--- config.mk ---
export PLATFORM = sky130hd
export DESIGN_NAME = sram10t_se_array
export DESIGN_NICKNAME = d
export VERILOG_FILES = /design/src/rtl/sram10t_se_array.sv
export SDC_FILE = /design/constraint.sdc
export NUM_CORES = 1
export LEC_CHECK = 0
export ABC_AREA = 0
export CAP_MARGIN = 20
export CORE_UTILIZATION = 44
export DETAILED_ROUTE_END_ITERATION = 10
export GPL_ROUTABILITY_DRIVEN = 0
export GPL_TIMING_DRIVEN = 0
export PLACE_DENSITY = 0.63
export SLEW_MARGIN = 40
export SYNTH_ARGS = -nofsm -noshare
export SYNTH_HDL_FRONTEND = slang
export SYNTH_SLANG_ARGS = --single-unit
--- constraint.sdc ---
create_clock -name clk -period 4.4 [get_ports clk]
set_input_delay 0.44 -clock clk [delete_from_list [all_inputs] [get_ports clk]]
set_output_delay 0.44 -clock clk [all_outputs]
set_load 0.01 [all_outputs]
--- src/rtl/sram10t_se_array.sv ---
// Behavioural array of single-ended 10T SRAM cells with a registered write port and a registered, decoupled read port.
// Only Q is stored because QB is always ~Q. Reads sample the contents from before any same-edge write.
module sram10t_se_array #(
   parameter int unsigned WORDS  = 16,
   parameter int unsigned WIDTH  = 8,
   parameter int unsigned ADDR_W = 4
) (
   input  logic              clk,
   input  logic              rst,
   input  logic              we,
   input  logic [ADDR_W-1:0] waddr,
   input  logic [WIDTH-1:0]  wdata,
   input  logic [WIDTH-1:0]  wmask,
   input  logic              re,
   input  logic [ADDR_W-1:0] raddr,
   output logic [WIDTH-1:0]  rdata,
   output logic              rvalid,
   output logic              collision
);

   logic [WIDTH-1:0] q [WORDS];
   logic [WORDS-1:0] wl_write;
   logic             waddr_ok;
   logic             same_addr;
   logic [WIDTH-1:0] rbl;

   assign waddr_ok  = (32'(waddr) < WORDS);
   assign same_addr = (waddr == raddr);

   // Write wordline decode. Addresses at or above WORDS select no row.
   always_comb begin
      wl_write = '0;
      for (int unsigned w = 0; w < WORDS; w++)
         wl_write[w] = we && (32'(waddr) == w);
   end

   // Read bitline. An unselected or out-of-range row reads as zero.
   always_comb begin
      rbl = '0;
      for (int unsigned w = 0; w < WORDS; w++)
         if (32'(raddr) == w)
            rbl = q[w];
   end

   // Cell storage. Each bit is written only where wmask is set.
   always_ff @(posedge clk or posedge rst) begin
      if (rst) begin
         for (int unsigned w = 0; w < WORDS; w++)
            q[w] <= '0;
      end else begin
         for (int unsigned w = 0; w < WORDS; w++)
            if (wl_write[w])
               q[w] <= (q[w] & ~wmask) | (wdata & wmask);
      end
   end

   // Read port. rbl is sampled before the same-edge write, which gives read-before-write.
   always_ff @(posedge clk or posedge rst) begin
      if (rst) begin
         rdata     <= '0;
         rvalid    <= 1'b0;
         collision <= 1'b0;
      end else begin
         rvalid    <= re;
         collision <= re && we && waddr_ok && same_addr;
         if (re)
            rdata <= rbl;
      end
   end

endmodule

==> flow_metrics.env <==
export IMPL_yosysWarnings=0
export IMPL_fp_dieArea_um2=17300
export IMPL_met2_usage=0.437
export IMPL_ys_ff_latch=138
export IMPL_synth_cell_types=65
export IMPL_drcViolationCount=0
export IMPL_num_io_pins=38
export IMPL_vias=5783
export IMPL_synth_edf_count=0
export IMPL_viasPerCell=5.97
export IMPL_syn_num_nets=723
export IMPL_final_common_cell="nand2_1"
export IMPL_cts_resized=0
export IMPL_design_area_um2=8600
export IMPL_yosysSeqAreaShare=0.468
export IMPL_finalHoldViolCount=0
export IMPL_setup_viol=0
export IMPL_grtUsageMet3=0.0687
export IMPL_period_needed_ps=2200
export IMPL_p_leak_nw=3.63
export IMPL_antenna_found_initial=0
export IMPL_dpl_cell_area_um2=7950
export IMPL_powerDensity_nw_per_um2=445
export IMPL_critPathLaunchType="input port"
export IMPL_cts_inserted_buffers=17
export IMPL_async_flop_share=1.00
export IMPL_gr_usage_met1=0.331
export IMPL_syn2layout_area_growth_pct=16.5
export IMPL_cpPeakStageDelay_ps=570
export IMPL_grt_max_degree=77
export IMPL_drive_above_1_share=0.285
export IMPL_wl_per_cell_um=23.0
export IMPL_min_path_type="input port to flip-flop"
export IMPL_tightest_slew_ps=949
export IMPL_synthesis_instances=695
export IMPL_cts_max_level=4
export IMPL_synth_ff_type="dfrtp_1"
export IMPL_period_share=0.499
export IMPL_syn_area_um2=7380
export IMPL_critPathKind="input port to flip-flop"
export IMPL_clk_pin_slew_ps=60
export IMPL_io_buffers=24
export IMPL_fin_nets=767
export IMPL_drv_slew=0
export IMPL_regArea_um2=3450
export IMPL_cp_cell_sequence="clkdlybuf4s50_1, nor3b_1, nand2b_1, a311oi_1, o311ai_1, a21oi_1"
export IMPL_fillers=1423
export IMPL_slew_headroom=0.365
export IMPL_drt_wl_total_um=22300
export IMPL_top_usage_layer="met2"
export IMPL_postCtsSetupBuffers=0
export IMPL_clock_fmax_mhz=455
export IMPL_finClkSkew_ps=7.79
export IMPL_clkLatencyLatePin_ps=430
export IMPL_crit_arrival_ps=2550
export IMPL_cts_tree="done"
export IMPL_grt_pass1_wl_um=34400
export IMPL_multi_input_area_um2=3650
export IMPL_cts_path_max_buffers=2
export IMPL_grt_pass1_vias=6011
export IMPL_ctsHoldBuffers=0
export IMPL_clock_sinks=138
export IMPL_synth_avg_cell_area_um2=10.6
export IMPL_gr_total_overflow=0
export IMPL_die_y_um=131
export IMPL_place_hpwl_um=15200
export IMPL_critical_path_required_ps=4750
export IMPL_die_w_um=131
export IMPL_status="complete, no violations"
export IMPL_cts_root_buf="clkbuf_16"
export IMPL_diodes=0
export IMPL_maxCapViolCount=0
export IMPL_ir_drop_v=0.000370
export IMPL_fp_coreArea_um2=16100
export IMPL_crit_slowest_cell="clkdlybuf4s50_1"
export IMPL_crit_fanout=4
export IMPL_initial_core_util=0.458
export IMPL_final_antenna_net_count=0
export IMPL_drt_iter0_drc=460
export IMPL_row_count=46
export IMPL_grt_usage=0.268
export IMPL_rsz0062_at_grt="no"
export IMPL_final_cell_mix="148 x nand2_1, 138 x dfrtp_1, 123 x mux2_2"
export IMPL_p_total_mw=3.83
export IMPL_worstSetupEndpointType="flip-flop"
export IMPL_dr_pass1_iters=5
==> power breakdown <==
part	total (mW)	switching, mW	internal, mW	leakage (nW)
Clock	1.55	0.556	0.991	0.309
Sequential	1.65	0.143	1.51	1.76
Combinational	0.624	0.297	0.327	1.56
==> worst max-delay path: cells and delay by family <==
family | cells | cell delay [ps]
AND/OR/NAND/NOR | 2 | 710
AO/OA/AOI/OAI | 3 | 830
buffers and inverters | 1 | 570
==> synthesized netlist by cell type, types with 2 or more instances <==
cell	count	area [um^2]
mux2_4	8	120
a211oi_1	5	37.5
o221a_2	2	22.5
inv_1	8	30.0
a2bb2oi_1	4	35.0
nor3_1	4	20.0
nand2b_1	9	56.3
nor2_1	29	109
a32oi_1	2	17.5
o22a_1	2	17.5
mux2_2	123	1390
buf_4	8	60.1
xor2_1	3	26.3
nor2_4	3	33.8
o31ai_1	2	15.0
nand2_1	148	556
nor3_2	3	30.0
o211a_1	2	20.0
nor2b_1	7	43.8
o221ai_1	7	61.3
a311oi_1	3	26.3
nand4_1	3	18.8
mux2_1	5	56.3
a31oi_1	2	12.5
nand2b_4	2	27.5
nand3_1	6	30.0
buf_6	5	56.3
a2111oi_0	2	17.5
mux4_2	3	67.6
clkbuf_1	21	78.8
nand3b_1	6	45.0
o21ai_1	3	15.0
a21oi_1	29	145
nor3b_1	3	22.5
mux2i_1	13	130
o21ai_0	17	85.1
buf_2	8	40.0
dfrtp_1	138	3450
a221oi_1	2	17.5
buf_1	8	30.0
o22ai_1	11	68.8
and3b_1	2	17.5
o2bb2ai_1	2	17.5
==> through the flow <==
stage	cells	setup slack [ps]	TNS (ps)	utilization	hold WS [ps]
floorplan	695	264	0	-	459
global placement	935	-1600	-218840	0.490	475
detailed placement	936	1780	0	0.494	479
CTS	968	2210	0	0.533	411
global route	968	2140	0	0.533	439
finish	968	2200	0	0.533	422
==> cells by family after synthesis <==
group	after synthesis	share of synthesized area
compound gates	106	0.0968
xor+xnor	4	0.00475
buf+inv	59	0.0421
flops	138	0.468
mux	152	0.238
simple gates	236	0.150
==> area by class of cell <==
class	count	area share
Inverter	8	0.00437
Buffer	51	0.0326
Multi-Input combinational cell	498	0.425
Clock buffer	21	0.0547
Timing Repair Buffer	25	0.0311
Sequential cell	138	0.402
Tap cell	216	0.0314
Clock inverter	11	0.0195
==> final timing paths <==
kind | start | endpoint | slack (ps) | depth (start not counted)
worst max register to register | flip-flop | rdata[3] | 2630 | 5
min in group asynchronous | rst | async pin | 450 | 2
worst min register to register | flip-flop | flip-flop | 490 | 1
max in group asynchronous | rst | async pin | 3210 | 3
worst max-delay path | raddr[2] | rdata[3] | 2200 | 6
worst min-delay path | wmask[3] | flip-flop | 420 | 3
==> metal layers <==
metal,vias to the layer above,part of all wire
met5,-,0
met4,0,0.034
met3,66,0.072
met2,247,0.48
met1,2930,0.41
li1,2540,-
Note: power is estimated with default switching activity, not from simulation.
